`src/rtl/aes_seq_pkg.sv`:
```
// Shared constants and state encoding for the AES block sequencer and its output serializer.
package aes_seq_pkg;

    localparam int BLOCK_BYTES = 16;
    localparam int BYTE_IDX_W  = 4;
    localparam int DATA_W      = 128;

    typedef logic [2:0] state_t;

    localparam state_t S_LOAD  = 3'd0;
    localparam state_t S_START = 3'd1;
    localparam state_t S_WAIT  = 3'd2;
    localparam state_t S_DRAIN = 3'd3;
    localparam state_t S_ERR   = 3'd4;

endpackage

```
`src/rtl/aes_block_serializer.sv`:
```
// Holds one captured ciphertext block and streams it out least-significant byte first
// over a valid/ready byte interface.
module aes_block_serializer
    import aes_seq_pkg::*;
(
    input  logic              clk,
    input  logic              rst_n,
    input  logic              capture,
    input  logic [DATA_W-1:0] block,
    input  logic              last,
    output logic [7:0]        out_data,
    output logic              out_valid,
    input  logic              out_ready,
    output logic              out_last,
    output logic              done
);

    logic [DATA_W-1:0]     ct;
    logic [BYTE_IDX_W-1:0] idx;
    logic                  valid;
    logic                  take;
    logic                  final_byte;

    assign take       = valid & out_ready;
    assign final_byte = (idx == BYTE_IDX_W'(BLOCK_BYTES - 1));
    assign done       = take & final_byte;

    // The register is cleared once drained so an idle serializer shows zero data.
    always_ff @(posedge clk or negedge rst_n) begin
        if (!rst_n) begin
            ct    <= '0;
            idx   <= '0;
            valid <= 1'b0;
        end else if (capture) begin
            ct    <= block;
            idx   <= '0;
            valid <= 1'b1;
        end else if (take) begin
            if (final_byte) begin
                ct    <= '0;
                idx   <= '0;
                valid <= 1'b0;
            end else begin
                idx <= idx + 1'b1;
            end
        end
    end

    assign out_data  = ct[{idx, 3'b000} +: 8];
    assign out_valid = valid;
    assign out_last  = valid & last & final_byte;

endmodule

```
`src/rtl/aes_block_sequencer.sv`:
```
// Byte-stream front end for the AES-128 core: gathers 16 bytes, launches the core, times out, drains.
// Define AES_SEQ_PAD_EN to let in_last close a short block with zero padding.
module aes_block_sequencer
    import aes_seq_pkg::*;
#(
    parameter int unsigned TIMEOUT_CYCLES = 255
) (
    input  logic              clk,
    input  logic              rst_n,
    input  logic [7:0]        in_data,
    input  logic              in_valid,
    output logic              in_ready,
    input  logic              in_last,
    output logic [DATA_W-1:0] core_pt,
    output logic              core_start,
    input  logic              core_done,
    input  logic [DATA_W-1:0] core_ct,
    output logic [7:0]        out_data,
    output logic              out_valid,
    input  logic              out_ready,
    output logic              out_last,
    output logic              busy,
    output logic              err
);

    localparam logic [7:0] TIMEOUT_CNT = 8'(TIMEOUT_CYCLES);

    state_t                state;
    logic [BYTE_IDX_W-1:0] cnt;
    logic [DATA_W-1:0]     pt;
    logic                  blk_last;
    logic [7:0]            timer;
    logic [7:0]            timer_next;
    logic                  in_fire;
    logic                  load_done;
    logic                  capture;
    logic                  drain_done;

    assign in_fire    = in_valid & in_ready;
    assign capture    = (state == S_WAIT) & core_done;
    assign timer_next = timer + 8'd1;

`ifdef AES_SEQ_PAD_EN
    assign load_done = in_fire & ((cnt == BYTE_IDX_W'(BLOCK_BYTES - 1)) | in_last);
`else
    assign load_done = in_fire & (cnt == BYTE_IDX_W'(BLOCK_BYTES - 1));
`endif

    always_ff @(posedge clk or negedge rst_n) begin
        if (!rst_n) begin
            state    <= S_LOAD;
            cnt      <= '0;
            pt       <= '0;
            blk_last <= 1'b0;
            timer    <= '0;
        end else begin
            case (state)
                S_LOAD: begin
                    if (in_fire) begin
                        // Bytes above the current slot are zeroed when a short block is closed.
                        for (int k = 0; k < BLOCK_BYTES; k++) begin
                            if (k == int'(cnt))
                                pt[8*k +: 8] <= in_data;
                            else if (load_done && k > int'(cnt))
                                pt[8*k +: 8] <= 8'h00;
                        end
                        cnt <= cnt + 1'b1;
                        if (load_done) begin
                            cnt      <= '0;
                            blk_last <= in_last;
                            state    <= S_START;
                        end
                    end
                end
                S_START: begin
                    timer <= '0;
                    state <= S_WAIT;
                end
                S_WAIT: begin
                    timer <= timer_next;
                    if (core_done)
                        state <= S_DRAIN;
                    else if (timer_next == TIMEOUT_CNT)
                        state <= S_ERR;
                end
                S_DRAIN: begin
                    if (drain_done) begin
                        pt       <= '0;
                        blk_last <= 1'b0;
                        state    <= S_LOAD;
                    end
                end
                S_ERR:   state <= S_ERR;
                default: state <= S_LOAD;
            endcase
        end
    end

    aes_block_serializer u_serializer (
        .clk       (clk),
        .rst_n     (rst_n),
        .capture   (capture),
        .block     (core_ct),
        .last      (blk_last),
        .out_data  (out_data),
        .out_valid (out_valid),
        .out_ready (out_ready),
        .out_last  (out_last),
        .done      (drain_done)
    );

    assign in_ready   = rst_n & (state == S_LOAD);
    assign core_start = (state == S_START);
    assign core_pt    = pt;
    assign busy       = !((state == S_LOAD) && (cnt == '0));
    assign err        = (state == S_ERR);

endmodule
```
`config.mk`:
```
export PLATFORM = sky130hd
export DESIGN_NAME = aes_block_sequencer
export DESIGN_NICKNAME = d
export VERILOG_FILES = /design/src/rtl/aes_seq_pkg.sv /design/src/rtl/aes_block_serializer.sv /design/src/rtl/aes_block_sequencer.sv
export SDC_FILE = /design/constraint.sdc
export NUM_CORES = 1
export LEC_CHECK = 0
export ABC_AREA = 0
export BUFFER_PORTS_ARGS = -buffer_cell sky130_fd_sc_hd__buf_2
export CAP_MARGIN = 40
export CELL_PAD_IN_SITES_DETAIL_PLACEMENT = 0
export CELL_PAD_IN_SITES_GLOBAL_PLACEMENT = 2
export CORE_MARGIN = 3
export CORE_UTILIZATION = 34
export CTS_CLUSTER_SIZE = 8
export DETAILED_ROUTE_END_ITERATION = 6
export PLACE_DENSITY = 0.92
export SETUP_SLACK_MARGIN = 0.3
export SLEW_MARGIN = 20
export SYNTH_ARGS = -nofsm -noshare
export SYNTH_HDL_FRONTEND = slang
export SYNTH_SLANG_ARGS = --single-unit
```
`constraint.sdc`:
```
create_clock -name clk -period 2.8 [get_ports clk]
set_clock_uncertainty 0.15 [all_clocks]
set_input_delay 0.28 -clock clk [delete_from_list [all_inputs] [get_ports clk]]
set_output_delay 0.28 -clock clk [all_outputs]
set_load 0.02 [all_outputs]
```
# --- Yosys cells after proc, flatten, opt, wreduce, memory -nomap -nowiden ---
# Index checks and enable logic that the tools add are counted.
op_classes:
  n_reduce_logical: 44
  n_bitwise: 8
  muxes: 55
  n_eq_ne: 42
  shifts: 1
  n_lt_le_gt_ge: 15
  addsub: 3
ops:
  columns: ["cell", "count"]
  rows:
  - ["128-bit two-way mux", 5]
  - ["128-bit one-hot mux with 2 select lines", 1]
  - ["8-bit two-way mux", 31]
  - ["128-bit by 8-bit variable part select with 8-bit output", 1]
  - ["4-bit AND reduction", 18]
  - ["3-bit != test, second input constant", 15]
  - ["4-bit equality test, first input constant", 8]
  - ["4-bit greater-than comparator, first input constant", 8]
  - ["3-bit by 4-bit equality test with 1-bit output, first input constant", 4]
  - ["3-bit by 4-bit greater-than comparator with 1-bit output, first input constant", 4]
  - ["1-bit logical AND", 16]
  - ["4-bit two-way mux", 4]
  - ["8-bit one-hot mux with 2 select lines", 1]
  - ["3-bit two-way mux", 5]
  - ["3-bit one-hot mux with 5 select lines", 1]
  - ["4-bit by 1-bit adder with 4-bit output, second input constant", 2]
  - ["8-bit by 1-bit adder with 8-bit output, second input constant", 1]
  - ["1-bit AND", 8]
  - ["2-bit by 4-bit equality test with 1-bit output, first input constant", 2]
  - ["4-bit equality test, second input constant", 2]
  - ["8-bit equality test, second input constant", 1]
  - ["2-bit by 4-bit greater-than comparator with 1-bit output, first input constant", 2]
  - ["4-bit zero test", 2]
  - ["2-bit != test, second input constant", 4]
  - ["other kinds (12)", 22]
totals:
  register_bits: 277
  out_inout_bits: 142
  elab_cells: 191
  inputBits: 142

# --- Depth between registers and ports, before layout ---
# Gate-level depths: netlist of the first run.
logic_depth:
  depth_word: 9
  mapped_depth: 8
  mapped_depth_nobuf: 6

# --- Modules after synthesis ---
# From an unflattened synthesis of the first run, not the netlist that was laid out.
hier_totals:
  hier_cells: 1270
  area_unflattened_um2: 12669.7
by_module_without_submodules:
  columns: ["module", "seq_area_each_um2", "n_inst", "area_per_inst_um2", "cells_per_inst"]
  rows:
  - ["aes_block_serializer", 3328.2, 1, 6339.8, 669]
  - ["aes_block_sequencer", 3603.5, 1, 6329.8, 601]

# --- Worst setup path before layout of the first run ---
# Ideal clock, no wire load.
synth_timing:
  path_type: "reg2out"
  startpoint: "reg u_serializer.idx[0]"
  endpoint: "out out_data[0]"
  required_time_ns: 2.370
  path_buffers: 2
  t_arrival_ns: 1.914
  path_slack_ns: 0.456
  path_stages_with_launch: 5
  cell_sequence: "dfrtp_1 buf_2 buf_2 mux4_2 mux4_2"
synth_between:
  elab_chain_len: 1
synth_rtl:
  columns: ["element", "line", "text"]
  rows:
  - ["start, declared", "aes_block_serializer.sv:19", "logic [BYTE_IDX_W-1:0] idx;"]
  - ["start signal, assigned", "aes_block_serializer.sv:44", "idx <= idx + 1'b1;"]
  - ["128-bit by 8-bit variable part select with 8-bit output", "aes_block_serializer.sv:49", "assign out_data = ct[{idx, 3'b000} +: 8];"]
  - ["end, declared", "aes_block_sequencer.sv:18", "output logic [7:0] out_data,"]
# No other way between the ends.

# --- Final worst setup path of the first run ---
layout_timing:
  startpoint: "reg u_serializer.idx[0]"
  endpoint: "out out_data[1]"
# Same word-level chain as after synthesis.

==> metrics.txt, run 1 <==
Iteration-0 DRC Markers 709; Synth async-reset ratio 100%; gr usage total 20.9%; Synth top area share 57.6%; drt first pass iters 5; pre-CTS setup slack 0.379 ns; DRC viols 0; total power around 18,000 µW; number of buffers created by CTS 40; Hold Vio Cnt, Final 0; crit path DAT 2.43 ns; XOR/XNOR Fraction of Synth Area less than 1%; post-synthesis mux area share under 10%; H-Tree Depth 2; cell area after synthesis 12,000 µm²; Slowest-stage cell, CP mux4_2; Die Wd 194 µm; CTS tree yes; P&R area growth vs syn 38.8%; CTS Sinks 277; adder-cell area share of the yosys netlist less than 1%; starting density of the core between 30% and 40%; Worst Path Buf+Inv 3; Multi-input gate area 4760 µm²; register area 6930 µm²; Worst Slack Setup Final -0.0643 ns; worst-path maximum fanout 5; fin crit period 2.86 ns; Routability Congestion 0.826; Compound-Gate Fraction of Synth Area a little under an eighth; FF+latch count, synth 277; syn_nets about 1,300; Primary FF master, synth dfrtp_1; Post-Synth Simple-Gate Area 19.0%; type of destination of the critical path output port; largest net degree at the start of global routing 148; post-synth top area cell dfrtp_1; antenna violations before repair 2; CTS max path bufs 3; unrepaired setup endpoints after global routing yes; Cell Rows 68; GRT Residual Overflow 0; first-pass GRT wire length ~63,000 µm; Synth cell types 41; Final nets 1,684; Die Area about 38,000 µm²; io pins 284; clock-pin slew on the worst setup and hold paths 0.06 ns; status finished with violations; final wirelength 40,300 µm; slowest stage delay, CP 0.55 ns; ant diodes 0; Tightest Pin Transition ~0.9 ns; fillers 3,185; cell area after layout 16,700 µm²; syn_area_per_cell 10.8 µm²; Routed Antenna Nets 0; Startpoint Class flop; WL/cell 20.2 µm; Final Util 48.1%; Top delay family on crit path multiplexers; port bufs 283; max-slew violations 0; Skew-Pair Late Insertion Delay between 0.5 and 0.6 ns; Final setup viols 8; vias per inst 5.21; Yosys warning count 0; worst hold path type in -> reg; Max IR drop VDD 0.000582 V; vias in the first global route 10,628; CP most frequent cell mux4_2; EDFF count, synth 0; Seq/Total Area, Yosys roughly 58%; layout cells sized above 1 28.2%; crit path kind reg -> out; vias post-DR 10,402; largest family of logic cells by synthesized area simple AND/OR/NAND/NOR gates; Post-DP HPWL 26,600 µm; Placed Area around 14,000 µm²; highest clock rate around 0.35 GHz; Die Span Y between 150 and 200 µm; Cell Chain, Critical Path buf_6 -> buf_12 -> mux4_2 -> mux4_2 -> buf_2; Pwr per Cell Area approximately 1100 nW/µm²; LEAKAGE about 0.0083 µW; fin crit share 102%; post-synthesis instance total 1,111; Slew Limit Headroom 40.3%; Required @ worst endpoint 2.37 ns; max_cap viols 0; Core ar. about 35,000 µm²; Root Driver clkbuf_16; top cells by area, synth dfrtp_1 58%, nand2_1 9.7%, o2bb2ai_1 8.7%; failing checks negative setup slack
==> worst reg2reg max path: cells and delay by family (launching register included) <==
family          cells  cell delay, ns
compound gates      1            0.17
mux                 1            0.16
fa+ha+maj           1            0.18
flops               1            0.41
simple gates        3            0.66
buf+inv             3            0.51
==> cell families after synthesis <==
kind of cell | after synthesis
AND/OR/NAND/NOR | 515
flip-flops | 277
AO/OA/AOI/OAI | 177
buffers and inverters | 87
multiplexers | 41
XOR/XNOR | 7
adder cells (fa/ha/maj) | 7
==> cells in the mapped netlist, types with 2 or more instances <==
cell       number
o2bb2ai_1     120
o31ai_1         5
nand2_4        10
a31oi_1         2
nor3_1          6
or3_1           2
inv_1           9
xnor2_1         3
clkbuf_1       38
a21o_1          2
o21ai_1        12
buf_1          10
buf_2          28
nand2_1       311
and3_1          2
xor2_1          4
and2_1          3
buf_6           2
o21ai_0        29
dfrtp_1       277
ha_1            7
nand3_1       144
nor2b_1         2
a21oi_1         6
nand2_2         5
nand4_1         2
nor2_1         17
mux4_2         40
==> report_power, final <==
group	switching, µW	internal [µW]	leakage (µW)
Clock	1680	2610	0.000525
Sequential	960	5310	0.00369
Combinational	4390	3100	0.00410
Total	7020	11000	0.00832
==> cell usage in the layout (no fill, tap or decap), types with 3 or more instances in the layout <==
cell           netlist  routed
o21ai_1             12      11
dlygate4sd3_1        0     141
nand2_4             10      12
xnor2_1              3       3
o2bb2ai_1          120     120
xor2_1               4       4
nor3_1               6       6
nand2_1            311     307
clkbuf_1            38       3
buf_12               0       7
nor2_1              17      16
and2_1               3       3
a21oi_1              6       6
clkbuf_16            0      43
dfrtp_1            277     275
mux4_2              40      40
inv_1                9       9
ha_1                 7       6
buf_4                0      22
o31ai_1              5       5
buf_2               28     275
buf_6                2       9
nand2_2              5       7
o21ai_0             29      29
nand3_1            144     144
==> area by class of cell <==
class / count / area share (%)
Sequential cell: 277 / 41.5
Multi-Input combinational cell: 747 / 28.5
Timing Repair Buffer: 460 / 19.9
Clock buffer: 45 / 6.29
Tap cell: 455 / 3.41
Inverter: 9 / 0.202
Clock inverter: 2 / 0.105
==> state kept, by name, indices dropped and copies added (netlist names) <==
register and cells:
blk_last 1, cnt 4, core_pt 128, state 3, timer 8, u_serializer.ct 128, u_serializer.idx 4, u_serializer.out_valid 1
==> metrics by stage <==
| step | cells | setup TNS, ns | hold slack (ns) |
|---|---|---|---|
| final | 1995 | -0.300 | 0.0342 |
| after global routing | 1995 | -0.755 | 0.0870 |
| after CTS | 1987 | -0.557 | 0.0254 |
| after detailed placement | 1792 | 0 | -0.0535 |
| after global placement | 1790 | 0 | -0.0543 |
| after floorplan | 1111 | 0 | -0.166 |
==> layer usage <==
layer  GRT usage [%]  up-vias  part of all wire (%)
met3            4.40       74                   7.8
met4            4.92        4                   2.0
met2            35.0      463                    48
met5               0        -                 0.055
met1            28.1     5100                    42
li1                -     4761                     -
==> worst paths after layout <==
kind	from	endpoint	slack, ns	cells after the start
worst max-delay path	u_serializer.idx[0]	out_data[1]	-0.06	5
worst min-delay path	in_valid	cnt[0]	0.03	4
worst max register to register	u_serializer.idx[0]	core_pt[84]	0.43	9
worst min register to register	core_pt[1]	core_pt[1]	0.33	2
max in group asynchronous	rst_n	core_pt[86]	1.17	4
min in group asynchronous	rst_n	core_pt[0]	0.29	3
==> repair_timing <==
action / 4_1_cts / 5_1_grt
hold buffers: 141 / 0
pin swaps: 0 / 2
resized for setup: 16 / 14
endpoints found under the setup margin: 8 / 105
cloned: 2 / 2
buffers inserted: 5 / 6
endpoints found under the hold margin: 335 / 0
No activity file was read; power rests on OpenSTA's default activity.
==> run 2, diff against run 1 <==
--- a/config.mk
+++ b/config.mk
@@ -14,6 +14,7 @@
 export CORE_UTILIZATION = 34
 export CTS_CLUSTER_SIZE = 8
 export DETAILED_ROUTE_END_ITERATION = 6
+export MAX_ROUTING_LAYER = met4
 export PLACE_DENSITY = 0.92
 export SETUP_SLACK_MARGIN = 0.3
 export SLEW_MARGIN = 20
==> run 2 against run 1 <==
Against the previous run: the flow still finishes with violations (negative setup slack); core utilization barely moved; combinational power about the same; clock power about the same; fmax increased by 0.33%; critical path depth is the same; sequential share of layout area is essentially flat; worst hold slack is essentially flat; first-iteration DRC count increased by 0.56%; largest cell class unchanged; highest routed layer is now met4.
==> metrics.txt, run 2 (synthesis gave the netlist of run 1 again) <==
vias per inst approximately 5.2; Worst Path Buf+Inv 3; Final setup viols 8; Core ar. 34,700 µm²; Max IR drop VDD a little under 0.0006 V; clock-pin slew on the worst setup and hold paths 0.06 ns; highest clock rate approximately 0.35 GHz; pre-CTS setup slack 0.379 ns; Final nets 1,684; fillers 3,183; most frequent cells in the layout 307 x nand2_1, 275 x dfrtp_1, 274 x buf_2; Post-Layout Cell Count approximately 2,000; max_cap viols 0; Required @ worst endpoint 2.37 ns; Hold Vio Cnt, Final 0; max-slew violations 0; CTS Sinks 277; DRC viols 0; unrepaired setup endpoints after global routing yes; P_sw 7030 µW; final wirelength 40,400 µm; antenna violations before repair 2; Clk pwr share 23.8%; type of destination of the critical path output port; Tightest Pin Transition about 0.87 ns; Post-DP HPWL around 27,000 µm; worst-path maximum fanout 5; H-Tree Depth 2; Slew Limit Headroom 42.0%; first-pass GRT wire length between 60,000 and 70,000 µm; Sw Share approximately two fifths; layout cells sized above 1 between 20 and 30%; Slowest-stage cell, CP mux4_2; CTS tree yes; failing checks negative setup slack; Gate power share 41.5%; Pwr per Cell Area between 1000 and 1500 nW/µm²; Iteration-0 DRC Markers 713; vias in the first global route 10,617; port bufs 283; io pins about 280; most common cell after layout, fill and taps aside nand2_1; Cell Chain, Critical Path buf_6 -> buf_12 -> mux4_2 -> mux4_2 -> buf_6; WL/cell 20.2 µm; crit path kind reg -> out; status finished with violations; GRT Residual Overflow 0; Worst Slack Setup Final -0.0549 ns; LEAKAGE between 0.008 and 0.009 µW; worst hold path type in -> reg; Die Wd slightly below 200 µm; starting density of the core 34.6%; Routability Congestion about 0.84; Cell Int Power ~11,000 µW; Top delay family on crit path multiplexers; Routed Antenna Nets 0; Root Driver clkbuf_16; Die Area 37,700 µm²; drt first pass iters 5; hold slack final 0.0343 ns; CTS max path bufs 3; crit path DAT 2.42 ns; Skew-Pair Late Insertion Delay 0.52 ns; vias post-DR 10,380; P&R area growth vs syn 38.9%; largest net degree at the start of global routing between 100 and 150; fin crit share 102%; number of buffers created by CTS 40; fin crit period 2.85 ns; Startpoint Class flop; part of the power in registers 34.7%; Die Span Y 194 µm; gr usage total between 20% and 30%; slowest stage delay, CP 0.55 ns; placed cell count 1,792; Cell Rows 68
==> run 2: cell count changes in the layout (fill, tap and decap cells not counted), sizes merged <==
cell,previous run,this run
diode,0,3
==> run 2: layout make-up <==
class | count | area, µm² | area share [%]
clock buffers | 45 | 1050 | 6.29
repair buffers | 460 | 3330 | 19.9
inverters | 9 | 33.8 | 0.202
diodes | 3 | 7.51 | 0.0449
multi-input cells | 747 | 4760 | 28.5
clock inverters | 2 | 17.5 | 0.105
well taps | 455 | 569 | 3.41
flip-flops and latches | 277 | 6930 | 41.5
==> run 2: final timing paths <==
path / startpoint / endpoint / slack, ns / depth (start not counted)
worst max-delay path: u_serializer.idx[0] / out_data[1] / -0.05 / 5
min in group asynchronous: rst_n / core_pt[0] / 0.32 / 3
worst min-delay path: in_valid / cnt[0] / 0.03 / 4
worst min register to register: core_pt[1] / core_pt[1] / 0.33 / 2
max in group asynchronous: rst_n / core_pt[86] / 1.13 / 4
worst max register to register: u_serializer.idx[0] / core_pt[101] / 0.43 / 9
==> run 2: worst reg2reg max path: stages (launching register included) <==
cell and delay [ns]:
dfrtp_2 0.41, buf_6 0.14, buf_4 0.12, ha_2 0.18, nand4_1 0.16, or2_4 0.31
mux2i_4 0.16, buf_8 0.25, nand2_2 0.19, o2bb2ai_1 0.17
==> run 2: per-stage QoR <==
step / power [µW] / instance area (µm²) / TNS (ns) / util (%)
2_1_floorplan: 10700 / 12000 / 0 / -
3_3_place_gp: 13000 / 13900 / 0 / 40.1
3_5_place_dp: 13100 / 13900 / 0 / 40.2
4_1_cts: 18000 / 16600 / -0.557 / 47.7
5_1_grt: 19100 / 16700 / -0.764 / 48.1
6_report: 18100 / 16700 / -0.264 / 48.1
==> run 2: repair_timing <==
action | in CTS | in global routing
endpoints found under the setup margin | 8 | 105
setup buffers | 5 | 6
pin swaps | 0 | 2
gates cloned | 2 | 2
endpoints found under the hold margin | 335 | 0
hold buffers | 141 | 0
gates resized for setup | 16 | 15
==> run 2: power by group through the flow <==
stage	clock (µW)	combinational, µW	sequential, µW
floorplan	0	4260	6480
global placement	0	6700	6290
finish	4290	7510	6270
detailed placement	0	6850	6300
CTS	4370	7350	6260
global route	4530	8160	6410
==> run 2: routing by layer <==
| metal | vias up | global-route usage, % | wire [µm] |
|---|---|---|---|
| met5 | - | - | 0 |
| met4 | 0 | 4.92 | 796 |
| met3 | 70 | 4.08 | 2880 |
| met2 | 457 | 35.0 | 19500 |
| met1 | 5089 | 28.3 | 17200 |
| li1 | 4764 | - | - |
